File: src/rtl/rvfpm_pkg.sv
// Shared types and helpers for the rvfpm issue controller.
// X_ID_WIDTH here sets the ID field width of a queue entry; the controller's
// X_ID_WIDTH parameter defaults to it and must be kept equal to it.
package rvfpm_pkg;

    localparam int X_ID_WIDTH = 4;

    // One buffered offload: the instruction plus its commit/kill state.
    typedef struct packed {
        logic [31:0]           instr;
        logic [X_ID_WIDTH-1:0] id;
        logic                  committed;
        logic                  killed;
    } issue_entry_t;

    // Pointer width for a power-of-two circular buffer; pointers wrap naturally.
    function automatic int qptr_width(input int depth);
        return (depth > 1) ? $clog2(depth) : 1;
    endfunction

endpackage

File: src/rtl/rvfpm_id_match.sv
// Parallel ID comparator: flags every valid queue slot whose ID equals id.
// Slot order is physical (not relative to the queue head).
module rvfpm_id_match #(
    parameter int X_ID_WIDTH  = 4,
    parameter int QUEUE_DEPTH = 4
) (
    input  logic [QUEUE_DEPTH*X_ID_WIDTH-1:0] ids,
    input  logic [QUEUE_DEPTH-1:0]            valid,
    input  logic [X_ID_WIDTH-1:0]             id,
    output logic [QUEUE_DEPTH-1:0]            match
);
    import rvfpm_pkg::*;

    genvar gi;
    generate
        for (gi = 0; gi < QUEUE_DEPTH; gi++) begin : g_cmp
            assign match[gi] = valid[gi] && (ids[gi*X_ID_WIDTH +: X_ID_WIDTH] == id);
        end
    endgenerate

endmodule

File: src/rtl/rvfpm_issue_ctrl.sv
// In-order issue buffer between the CORE-V-XIF offload port and the rvfpm
// pipeline. Entries wait for commit/kill by ID; committed heads are dispatched
// one per cycle, killed heads are dropped silently.
// Optional feature: define RVFPM_DUP_ID_CHECK_EN to refuse an issue whose ID
// already sits in a live (valid, non-killed) entry.
module rvfpm_issue_ctrl #(
    parameter int X_ID_WIDTH  = rvfpm_pkg::X_ID_WIDTH,
    parameter int QUEUE_DEPTH = 4
) (
    input  logic                                ck,
    input  logic                                rst,
    input  logic                                enable,
    input  logic                                issue_valid,
    output logic                                issue_ready,
    input  logic [31:0]                         issue_instr,
    input  logic [X_ID_WIDTH-1:0]               issue_id,
    input  logic                                commit_valid,
    input  logic [X_ID_WIDTH-1:0]               commit_id,
    input  logic                                commit_kill,
    output logic                                fpu_valid,
    input  logic                                fpu_ready,
    output logic [31:0]                         fpu_instr,
    output logic [X_ID_WIDTH-1:0]               fpu_id,
    output logic [$clog2(QUEUE_DEPTH+1)-1:0]    queue_count,
    output logic [QUEUE_DEPTH*X_ID_WIDTH-1:0]   queue_ids,
    output logic [QUEUE_DEPTH-1:0]              queue_valid
);
    import rvfpm_pkg::*;

    localparam int PTR_W = qptr_width(QUEUE_DEPTH);
    localparam int CNT_W = $clog2(QUEUE_DEPTH + 1);

    issue_entry_t                    entry_reg [QUEUE_DEPTH];
    logic [QUEUE_DEPTH-1:0]          valid_reg;
    logic [PTR_W-1:0]                head_reg;
    logic [PTR_W-1:0]                tail_reg;
    logic [CNT_W-1:0]                count_reg;
    logic [CNT_W-1:0]                count_next;

    logic [QUEUE_DEPTH*X_ID_WIDTH-1:0] id_flat;
    logic [QUEUE_DEPTH-1:0]          commit_match;
    issue_entry_t                    head_entry;
    logic                            head_valid;
    logic                            push;
    logic                            pop;
    logic                            dup_hit;
    logic                            issue_commit_hit;

    genvar gi;

    // Flattened IDs for the comparators, and the head-relative export view.
    generate
        for (gi = 0; gi < QUEUE_DEPTH; gi++) begin : g_slot
            logic [PTR_W-1:0] slot_idx;
            assign id_flat[gi*X_ID_WIDTH +: X_ID_WIDTH] = entry_reg[gi].id;
            assign slot_idx = head_reg + PTR_W'(gi);
            assign queue_valid[gi] = valid_reg[slot_idx];
            assign queue_ids[gi*X_ID_WIDTH +: X_ID_WIDTH] =
                valid_reg[slot_idx] ? entry_reg[slot_idx].id : '0;
        end
    endgenerate

    rvfpm_id_match #(
        .X_ID_WIDTH  (X_ID_WIDTH),
        .QUEUE_DEPTH (QUEUE_DEPTH)
    ) u_commit_match (
        .ids   (id_flat),
        .valid (valid_reg),
        .id    (commit_id),
        .match (commit_match)
    );

`ifdef RVFPM_DUP_ID_CHECK_EN
    logic [QUEUE_DEPTH-1:0] live_vec;
    logic [QUEUE_DEPTH-1:0] issue_match;

    // Killed entries are on their way out, so they do not block reuse of the ID.
    generate
        for (gi = 0; gi < QUEUE_DEPTH; gi++) begin : g_live
            assign live_vec[gi] = valid_reg[gi] && !entry_reg[gi].killed;
        end
    endgenerate

    rvfpm_id_match #(
        .X_ID_WIDTH  (X_ID_WIDTH),
        .QUEUE_DEPTH (QUEUE_DEPTH)
    ) u_issue_match (
        .ids   (id_flat),
        .valid (live_vec),
        .id    (issue_id),
        .match (issue_match)
    );

    assign dup_hit = |issue_match;
`else
    assign dup_hit = 1'b0;
`endif

    assign head_entry       = entry_reg[head_reg];
    assign head_valid       = valid_reg[head_reg];
    assign issue_commit_hit = commit_valid && (commit_id == issue_id);
    assign queue_count      = count_reg;

    // Handshake decode; acceptance uses registered occupancy only (no pop credit).
    always_comb begin
        issue_ready = 1'b0;
        fpu_valid   = 1'b0;
        fpu_instr   = '0;
        fpu_id      = '0;
        if (!rst) begin
            issue_ready = enable && (count_reg < CNT_W'(QUEUE_DEPTH)) && !dup_hit;
            fpu_valid   = enable && head_valid && head_entry.committed && !head_entry.killed;
        end
        if (head_valid) begin
            fpu_instr = head_entry.instr;
            fpu_id    = head_entry.id;
        end
        push       = issue_valid && issue_ready;
        // A killed head drains regardless of enable; only one pop per cycle.
        pop        = (head_valid && head_entry.killed) || (fpu_valid && fpu_ready);
        count_next = count_reg + CNT_W'(push) - CNT_W'(pop);
    end

    // Queue state: flag updates from commit/kill, push at tail, pop at head.
    always_ff @(posedge ck) begin
        if (rst) begin
            head_reg  <= '0;
            tail_reg  <= '0;
            count_reg <= '0;
            valid_reg <= '0;
            for (int i = 0; i < QUEUE_DEPTH; i++) begin
                entry_reg[i] <= '0;
            end
        end else begin
            for (int i = 0; i < QUEUE_DEPTH; i++) begin
                if (commit_valid && commit_match[i]) begin
                    if (commit_kill) begin
                        entry_reg[i].killed <= 1'b1;
                    end else begin
                        entry_reg[i].committed <= 1'b1;
                    end
                end
            end
            // The tail slot is never valid when pushing, so it cannot collide
            // with the flag updates above; a same-cycle commit lands directly.
            if (push) begin
                entry_reg[tail_reg].instr     <= issue_instr;
                entry_reg[tail_reg].id        <= issue_id;
                entry_reg[tail_reg].committed <= issue_commit_hit && !commit_kill;
                entry_reg[tail_reg].killed    <= issue_commit_hit && commit_kill;
                valid_reg[tail_reg]           <= 1'b1;
                tail_reg                      <= tail_reg + 1'b1;
            end
            if (pop) begin
                valid_reg[head_reg] <= 1'b0;
                head_reg            <= head_reg + 1'b1;
            end
            count_reg <= count_next;
        end
    end

endmodule

File: config.mk
export PLATFORM = sky130hd
export DESIGN_NAME = rvfpm_issue_ctrl
export DESIGN_NICKNAME = d
export VERILOG_FILES = /design/src/rtl/rvfpm_pkg.sv /design/src/rtl/rvfpm_id_match.sv /design/src/rtl/rvfpm_issue_ctrl.sv
export SDC_FILE = /design/constraint.sdc
export NUM_CORES = 1
export LEC_CHECK = 0
export BUFFER_PORTS_ARGS = -buffer_cell sky130_fd_sc_hd__clkbuf_2
export CAP_MARGIN = 25
export CORE_UTILIZATION = 60
export CTS_CLUSTER_DIAMETER = 100
export CTS_CLUSTER_SIZE = 20
export DETAILED_ROUTE_END_ITERATION = 16
export PLACE_DENSITY = 0.88
export SETUP_SLACK_MARGIN = 0.4
export SLEW_MARGIN = 0
export SYNTH_ARGS = -nofsm -noshare
export SYNTH_HDL_FRONTEND = slang
export SYNTH_SLANG_ARGS = --single-unit
File: constraint.sdc
create_clock -name ck -period 7.1 [get_ports ck]
set_input_delay 0.71 -clock ck [delete_from_list [all_inputs] [get_ports ck]]
set_output_delay 0.71 -clock ck [all_outputs]
set_load 0.05 [all_outputs]
======== Word level (Yosys, flattened, before mapping) ========
Memory sizes are Yosys's and may differ from the RTL's. A register that Yosys moved wholly into a read port is not among the register bits.
Cells that the tools add are included.
operators by class
  equal/unequal tests ..................... 5
  reductions and logical operators ........ 23
  mux-type cells .......................... 63
  order comparisons ....................... 8
  div/mod/pow operators ................... 0
  multipliers ............................. 0
  bitwise operators ....................... 11
  shift-type cells ........................ 0
  add/subtract/negate cells ............... 6
operators by type and width
  operator                                             number
  2-to-1 mux 1 bit                                     47
  2-to-1 mux 32 bit                                    1
  2-to-1 mux 4 bit                                     7
  equality test 4 bit                                  5
  logical AND 1 bit                                    20
  < comparator 2 x 3 -> 1 bit, second input constant   5
  binary-select mux 1 bit (select 2 bit)               4
  OR 1 bit                                             8
  adder 2 x 1 -> 2 bit, second input constant          2
  adder 2 bit, second input constant                   2
  AND 4 bit                                            1
  demux 1 bit (select 2 bit)                           2
  >= comparator 2 x 1 -> 1 bit, second input constant  2
  2-to-1 mux 2 bit                                     2
  inverter 4 bit                                       1
  OR 4 bit                                             1
  adder 3 x 1 -> 3 bit                                 1
  < comparator 3 bit, second input constant            1
  subtractor 3 x 1 -> 3 bit                            1
  zero test 1 bit                                      2
  logical OR 1 bit                                     1
storage, ports and cells
  word-level logic and storage cells ...... 121
  bits in latches ......................... 0
  bits in registers ....................... 11
  output and inout bits ................... 61
  memory bits (writable) .................. 152
  memories ................................ 1
  bits in read-only memories .............. 0
memory list
  name       words  bits a word  rd ports  clocked after memory_dff  wr ports  line                    RTL
  entry_reg  4      38           8         1                         5         rvfpm_issue_ctrl.sv:33  issue_entry_t entry_reg [QUEUE_DEPTH];

======== Depth between registers and ports, before layout ========
Gate-level depths: netlist of run 1.
  depth after elaboration ................. 10
  depth in mapped cells ................... 13
  gate-level depth less buffers ........... 11

======== Hierarchy ========
Synthesis of run 1 repeated with hierarchy kept, for this count alone.
second synthesis, totals
  cell total of the unflattened synthesis .. 599
  area total of the unflattened synthesis .. 8326.7 µm²
by module, submodules not included
  module            area each (µm²)  seq. area each (µm²)  cells an instance  instances
  rvfpm_issue_ctrl  8121.5           4764.6                570                1
  rvfpm_id_match    205.2            0.0                   29                 1

======== Worst setup path after synthesis of run 1 ========
No wires, ideal clock.
  kind .................................... reg2out
  start point ............................. register head_reg[0]
  end point ............................... output queue_ids[4]
  path buffers ............................ 3
  arrival time ............................ 2.394 ns
  slack ................................... 3.996 ns
  data required time ...................... 6.390 ns
  cell stages (with the launch flop) ...... 10
  cells stage by stage .................... dfxtp_1 > buf_6 > buf_6 > inv_1 > ha_1 > clkbuf_1 > inv_1 > nand2_1 > o21ai_0 > nor2b_1
between the ends
  longest elaborated chain between the ends .. 4
  elaborated cells between the ends (all ways) .. 5
  those cells by class .................... add/sub (1); mux (3); memory (1)
ends and longest elaborated chain
  what                                    line                     RTL
  start, declared                         rvfpm_issue_ctrl.sv:35   logic [PTR_W-1:0] head_reg;
  start signal, assigned                  rvfpm_issue_ctrl.sv:156  head_reg <= head_reg + 1'b1;
  adder 2 x 1 -> 2 bit *                  rvfpm_issue_ctrl.sv:56   assign slot_idx = head_reg + PTR_W'(gi);
  named net g_slot[1].slot_idx[0]         rvfpm_issue_ctrl.sv:54   logic [PTR_W-1:0] slot_idx;
  binary-select mux 1 bit (select 2 bit)  rvfpm_issue_ctrl.sv:59   valid_reg[slot_idx] ? entry_reg[slot_idx].id : '0;
  2-to-1 mux 1 bit (not written as such)  rvfpm_issue_ctrl.sv:59
  2-to-1 mux 4 bit *                      rvfpm_issue_ctrl.sv:59
  end, declared                           rvfpm_issue_ctrl.sv:25   output logic [QUEUE_DEPTH*X_ID_WIDTH-1:0] queue_ids,
The timed path passes the listed nets; every way through them passes the cells marked *. The select of a mux whose other input is x is not followed.

======== Worst setup path after layout of run 1 ========
  start point ............................. register head_reg[0]
  end point ............................... output fpu_instr[16]
between the ends
  longest elaborated chain between the ends .. 3
ends and longest elaborated chain
  what                                    line                     RTL
  binary-select mux 1 bit (select 2 bit)  rvfpm_issue_ctrl.sv:100  assign head_valid = valid_reg[head_reg];
  2-to-1 mux 1 bit (not written as such)  rvfpm_issue_ctrl.sv:100
  2-to-1 mux 32 bit                       rvfpm_issue_ctrl.sv:114  if (head_valid) begin
  end, declared                           rvfpm_issue_ctrl.sv:22   output logic [31:0] fpu_instr,
Every way passes these cells. The select of a mux whose other input is x is not followed.

==> results of run 1 <==
report_power, final:
group | total (mW) | switching (mW) | internal (mW) | leakage, nW
Combinational | 0.163 | 0.108 | 0.0552 | 2.22
Sequential | 1.11 | 0.0170 | 1.09 | 1.67
Clock | 0.897 | 0.351 | 0.546 | 0.278
metrics by stage:
step                total power, mW  hold WS, ns  instances
global placement               1.28        0.494        838
CTS                            2.17        0.506        870
detailed placement             1.29        0.493        838
finish                         2.17        0.511        872
global route                   2.24        0.544        872
floorplan                      1.23        0.466        608
layout make-up:
cell class | count | area (µm²)
clock buffers | 20 | 437
clock inverters | 12 | 136
fillers | 858 | 3900
inverters | 19 | 71.3
multi-input cells | 363 | 3330
flip-flops and latches | 165 | 4770
well taps | 176 | 220
repair buffers | 117 | 643
final timing paths:
path	from	end	slack [ns]
worst max register to register	head_reg[0]$_SDFFE_PP0N_	queue_count[2]$_SDFF_PP0_	3.26
worst max-delay path	head_reg[0]$_SDFFE_PP0N_	fpu_instr[16]	3.19
worst min-delay path	tail_reg[0]$_SDFFE_PP0P_	tail_reg[0]$_SDFFE_PP0P_	0.51
worst min register to register	tail_reg[0]$_SDFFE_PP0P_	tail_reg[0]$_SDFFE_PP0P_	0.51
Yosys cell counts, types with 3 or more instances:
cell	instances
and3_1	144
clkbuf_1	36
nand2_1	10
o211ai_1	6
dfxtp_1	19
a211oi_2	4
buf_2	10
nor2_1	7
o221ai_1	3
xnor2_1	6
buf_6	4
nand2b_1	6
xor2_1	7
o21ai_0	6
buf_4	6
a21oi_1	6
buf_1	5
inv_1	19
edfxtp_1	146
mux4_1	4
mux4_2	46
mux2_2	3
nand4_1	9
and2b_1	17
nand3b_1	4
ha_1	10
nor2b_1	34
worst max-delay path: cells and delay by family, from the launching register on:
kind | cells | cell delay [ns]
buf+inv | 2 | 0.66
flops | 1 | 0.93
mux | 2 | 0.91
simple gates | 1 | 0.25
layer usage:
layer / global-route usage, % / up-vias / wire [µm]
met5: 0 / - / 0
met4: 11.4 / 0 / 448
met3: 6.23 / 45 / 1650
met2: 46.3 / 339 / 9710
met1: 35.4 / 2739 / 7260
li1: - / 2475 / -
cell families after synthesis:
kind of cell	synth area share (%)
and+or+nand+nor	18.6
muxes	14.4
DFF	56.4
adders and majority gates	1.72
buffers and inverters	4.33
xor gates and xnor gates	1.35
AOI/OAI and AO/OA	3.21
cells in the final DEF, fill, tap and decap left out, types with 3 or more instances in the layout:
master	count
nand2_1	10
dfxtp_1	17
o211ai_1	6
inv_1	18
bufinv_16	3
a21oi_1	6
clkbuf_1	3
nand2b_1	4
and3_1	144
nand4_1	9
mux4_2	46
and2b_1	17
nor2b_1	34
buf_4	8
clkbuf_16	17
nand3b_1	4
xor2_1	7
edfxtp_1	146
clkbuf_2	107
o21ai_0	6
clkinv_1	5
nor2_1	7
clkinv_2	3
ha_1	10
a211oi_2	4
mux4_1	4
o221ai_1	3
xnor2_1	6
mux2_2	3
==> impl_results.md, run 1 <==
* Dominant cells by area after synthesis: edfxtp_1 (52%), mux4_2 (12%), and3_1 (11%), dfxtp_1 (4.5%), nor2b_1 (2.5%)
* CTS tree: done
* Synth warn at 0
* Cell Area, Synth at 8450 µm²
* Final instance area at 9610 µm²
* Top_reg_cell synth: edfxtp_1
* Setup TNS at 0 ns
* Syn nets at 666
* Worst VDD drop at 0.000242 V
* Pin count of the biggest net entering global routing at 155
* CTS Sinks at 165
* Setup ws final at 3.19 ns
* Final worst path period share at 55.0%
* Max stage delay on crit path at 0.93 ns
* Final #Nets at 741
* Lkg Pwr at 4.16 nW
* Worst hold path class: reg2reg
* Relative slew slack at 29.2%
* Worst Path Max Fanout at 27
* WL per Instance at 21.9 µm
* Clock Path Buffers at 2
* Final wirelength at 19,100 µm
* Cell Pwr Density at 226 nW/µm²
* Worst-Skew Late Latency at 0.42 ns
* Num ports at 108
* CTS resizes at 0
* First-pass GRT wire length at 29,700 µm
* Antenna violations before repair at 0
* Max-Cap Viols at 0
* DRC viols at 0
* Share of cells above drive strength 1 at 30.0%
* Final RePlAce weighted congestion at 0.883
* Hold path cells at 2
* Final hold vios at 0
* Row cnt at 42
* Async SR Flop Fraction at 0%
* Crit Path Category: reg2out
* Post-synth EDFFs at 146
* Min Tclk post-route at 3.91 ns
* Max reg flops at 152
* Largest area contributor in the netlist: edfxtp_1
* Worst-margin pin slew at 1.06 ns
* First-pass DRT Iterations at 8
* Post-synth top area share at 51.9%
* Register area share after synthesis at 56.4%
* Routed Antenna Nets at 0
* Setup repair after global routing missed its margin: false
* Status: completed
* Post-synth cell types at 47
* Die area at 14,600 µm²
* CP cell instances: mux2_2 > mux2i_4 > buf_4 > and2b_1 > clkbuf_2
* Clock skew at 0.00536 ns
* Root buf cell: clkbuf_16
* Die H at 121 µm
* Vias/cell at 6.42
* Area growth syn-to-layout at 13.7%
* Synthesized area per cell at 13.9 µm²
* Dpl ws at 3.12 ns
* CP arrival at 3.20 ns
* Post-CTS Setup Bufs at 0
* Via count at 5,598
* Grt ovf at 0
* Post-DP HPWL at 11,300 µm
* Core area at 13,500 µm²
* All-Layer GR Usage at 27.8%
* Critical Path RT at 6.39 ns
* # setup viols final at 0
* CP max-delay cell: dfxtp_1
* Placed cell areas at 8980 µm²
* Register-to-Register Path Depth at 12
* First DRT Iteration DRCs at 562
* Number of global-route vias before repair at 5,592
* CTS buffer count at 17
* H-tree levels at 4
* Synthesis-stage register bit count at 165
* IO Port Bufs at 107
* N_diodes at 0
* Die width at 121 µm
* Crit. End Element: output pin
* Max frequency at 0.256 GHz
* Fin util at 71.1%
* Hold-fix buffers at CTS at 0
* Synthesized instance count at 608
* Startpoint Class: flop
* Starting density of the core at 62.5%
* CTS clk-pin slew, worst paths at 0.06 ns
* Final Max Slew Viols at 0
Power figures use the tool's default switching activity.
==> inputs of run 2 (changes only) <==
--- a/config.mk
+++ b/config.mk
@@ -5,13 +5,14 @@
 export SDC_FILE = /design/constraint.sdc
 export NUM_CORES = 1
 export LEC_CHECK = 0
+export ABC_AREA = 1
 export BUFFER_PORTS_ARGS = -buffer_cell sky130_fd_sc_hd__clkbuf_2
 export CAP_MARGIN = 25
-export CORE_UTILIZATION = 60
+export CORE_UTILIZATION = 58
 export CTS_CLUSTER_DIAMETER = 100
 export CTS_CLUSTER_SIZE = 20
 export DETAILED_ROUTE_END_ITERATION = 16
-export PLACE_DENSITY = 0.88
+export PLACE_DENSITY = 0.86
 export SETUP_SLACK_MARGIN = 0.4
 export SLEW_MARGIN = 0
 export SYNTH_ARGS = -nofsm -noshare
==> constraint.sdc (replaced) <==
create_clock -name ck -period 3.9 [get_ports ck]
set_input_delay 0.39 -clock ck [delete_from_list [all_inputs] [get_ports ck]]
set_output_delay 0.39 -clock ck [all_outputs]
set_load 0.05 [all_outputs]
==> impl_results.md, run 2 <==
* Critical Path RT at 3.51 ns (-2.88 ns)
* First-pass GRT wire length at 32,100 µm (+7.9%)
* Cell Pwr Density at 416 nW/µm² (+84%)
* Worst VDD drop at 0.000261 V (+7.8%)
* CP max-delay cell: dfxtp_1
* Switching Share at 24.5% (+2.6 points)
* First-pass DRT Iterations at 7 (-1)
* Relative slew slack at 41.3% (+12 points)
* Min-Delay Startpoint: issue_instr[7]
* Core area at 14,500 µm² (+7.2%)
* Row cnt at 44 (+4.8%)
* CP arrival at 2.73 ns (-0.47 ns)
* Post-DP HPWL at 12,700 µm (+12%)
* DRC viols at 0 (unchanged)
* Post-synth EDFFs at 146 (unchanged)
* Status: completed
* Total power at 4.02 mW (+85%)
* Final Max Slew Viols at 0 (unchanged)
* # setup viols final at 0 (unchanged)
* Area of the multi-input gates at 2900 µm² (-13%)
* Top_reg_cell synth: edfxtp_1
* Most frequent CP cell: inv_1
* Worst-Skew Late Latency at 0.43 ns (about the same)
* Register area share after synthesis at 55.4% (-0.98 points)
* CTS clk-pin slew, worst paths at 0.07 ns (about the same)
* Number of global-route vias before repair at 6,448 (+15%)
* All-Layer GR Usage at 28.4% (+0.61 points)
* Worst hold path class: in2reg
* Synthesis-stage register bit count at 165 (unchanged)
* Dominant cells by area after synthesis: edfxtp_1 (51%), nor2_1 (9.8%), o21ai_0 (6.0%), inv_1 (5.8%), nand2_1 (5.8%)
* First DRT Iteration DRCs at 713 (+27%)
* Final hold vios at 0 (unchanged)
* CTS Sinks at 165 (unchanged)
* Clock Path Buffers at 2 (unchanged)
* Register-to-Register Path Depth at 15 (+3)
* # fillers at 1,127 (+31%)
* Worst Setup SP: head_reg[1]$_SDFFE_PP0N_
* Register Area at 4770 µm² (about the same)
* Max-Cap Viols at 0 (unchanged)
* Sw Pwr at 985 µW (+110%)
* Max frequency at 0.320 GHz
* Gate power share at 7.8% (+0.3 points)
* Max reg flops at 152 (unchanged)
* Synth warn at 0 (unchanged)
* R2R Path Start: head_reg[0]$_SDFFE_PP0N_
* Crit. End Element: output pin
* Reg2Reg Setup Slack at 1.13 ns (-2.13 ns)
* Largest area contributor in the netlist: edfxtp_1
* Via count at 6,896 (+23%)
* Setup TNS at 0 ns (unchanged)
* CP cell instances: inv_2 > ha_1 > inv_1 > o21ai_1 > o21ai_0 > inv_1 > clkbuf_2
* Pint at 3.04 mW (+79%)
* Area growth syn-to-layout at 12.5%
* Delay-heaviest family, CP: buffers and inverters
* Startpoint Class: flop
* Final worst path period share at 80.0%
* Most frequent cells in the layout: nor2_1 (225), edfxtp_1 (146), nand2_1 (132)
* Hold path cells at 3 (+1)
* Die width at 124 µm (+2.6%)
* Final wirelength at 20,400 µm (+6.9%)
* Final #Nets at 1,110 (+50%)
* Sequential share of power at 50.3% (-0.9 points)
* Clk network pwr share at 41.9% (+0.6 points)
* Min Tclk post-route at 3.12 ns
* Share of cells above drive strength 1 at 18.2% (-12 points)
* Final RePlAce weighted congestion at 0.910 (+3.1%)
* Hold-fix buffers at CTS at 0 (unchanged)
* Most common cell after layout, fill and taps aside: nor2_1
* Cell Area, Synth at 8600 µm² (+1.8%)
* Die area at 15,300 µm² (+5.2%)
* CTS tree: done
* R2R Path End: queue_count[2]$_SDFF_PP0_
* Antenna violations before repair at 0 (unchanged)
* Crit Path Category: reg2out
* Clock skew at 0.00933 ns (+0.00397 ns)
* Vias/cell at 5.52 (-14%)
* H-tree levels at 4 (unchanged)
* Starting density of the core at 59.4% (-3.2 points)
* Worst Path Max Fanout at 11 (-59%)
* Max stage delay on crit path at 0.57 ns (-0.36 ns)
* Worst Path Buf+Inv at 4 (+2)
* Pin count of the biggest net entering global routing at 71 (-54%)
* Post-synth cell types at 34 (-28%)
* Worst-margin pin slew at 0.875 ns (-0.186 ns)
* WL per Instance at 16.3 µm (-25%)
* Routed Antenna Nets at 0 (unchanged)
* Num ports at 108 (unchanged)
* Synthesized instance count at 970 (+60%)
* Die H at 124 µm (+2.6%)
* Grt ovf at 0 (unchanged)
* Setup repair after global routing missed its margin: false
* Commonest cells in the netlist: nor2_1 (225), edfxtp_1 (146), inv_1 (133)
* Synthesized area per cell at 8.86 µm² (-36%)
* Root buf cell: clkbuf_16
* Syn nets at 1,028 (+54%)
* Count leader, synth: nor2_1
* Async SR Flop Fraction at 0% (unchanged)
* CTS resizes at 0 (unchanged)
* CTS buffer count at 17 (unchanged)
* Lkg Pwr at 4.66 nW (+12%)
* Post-CTS Setup Bufs at 0 (unchanged)
* Hold Path Sink: entry_reg[2][13]$_DFFE_PP_
* N_diodes at 0 (unchanged)
* IO Port Bufs at 107 (unchanged)
* Post-synth top area share at 51.0% (-0.90 points)
## run 2: cell count changes after synthesis, sizes merged, moves of 34 or more
cell,change
nor2,+243
and3,-144
nand2,+128
inv,+122
o21ai,+98
mux4,-50
o22ai,+38
nor2b,-34
## run 2: how the worst max path moves through the flow
stage	endpoint	slack, ns	cells past startpoint
after floorplan	queue_ids[4]	0.41	8
after global placement	entry_reg[2][19]$_DFFE_PP_	1.14	9
after detailed placement	entry_reg[2][22]$_DFFE_PP_	1.11	9
after CTS	queue_ids[12]	0.66	7
after global routing	queue_ids[12]	0.46	7
final	queue_ids[12]	0.78	7
## run 2: power groups by stage
stage	Combinational [mW]	Sequential, mW	Clock (mW)
after global routing	0.340	2.03	1.77
after global placement	0.303	2.06	0
after floorplan	0.212	2.06	0
after CTS	0.312	2.02	1.69
final	0.312	2.02	1.68
after detailed placement	0.309	2.06	0
## run 2: per-stage QoR
stage | area, µm² | setup slack, ns | hold WS (ns) | std cells | util [%]
finish | 9670 | 0.780 | 0.306 | 1249 | 66.8
floorplan | 8600 | 0.408 | 0.480 | 970 | -
CTS | 9670 | 0.663 | 0.295 | 1249 | 66.8
global placement | 9070 | 1.14 | 0.494 | 1217 | 62.7
detailed placement | 9070 | 1.11 | 0.505 | 1217 | 62.7
global route | 9670 | 0.459 | 0.318 | 1249 | 66.8
## run 2: cells by family (layout without fill, tap and decap cells)
logic type | count (synthesis) | after routing | share of synthesized area (%)
buffers and inverters | 199 | 294 | 10.8
AND/OR/NAND/NOR | 423 | 423 | 21.3
XOR/XNOR | 3 | 3 | 0.306
adder cells (fa/ha/maj) | 11 | 11 | 1.69
flip-flops | 165 | 165 | 55.4
AO/OA/AOI/OAI | 169 | 169 | 10.4
## run 2: metal layers
metal	vias to the layer above	share of wire, %	global-route usage, %
met2	355	50	46.6
met1	3196	40	35.5
met3	38	7.4	5.04
li1	3307	-	-
met4	0	2.4	16.0
met5	-	0	0
## run 2: layout make-up
class                   count  area share (%)
inverters                 143            5.71
well taps                 184            2.38
flip-flops and latches    165            49.3
clock buffers              18            4.44
multi-input cells         606            30.0
clock inverters            14            1.71
repair buffers            119            6.47
## run 2: tightest hold or removal path, cell delays in order
cell,delay [ns]
clkbuf_2,0.07
inv_1,0.07
nor2_2,0.10
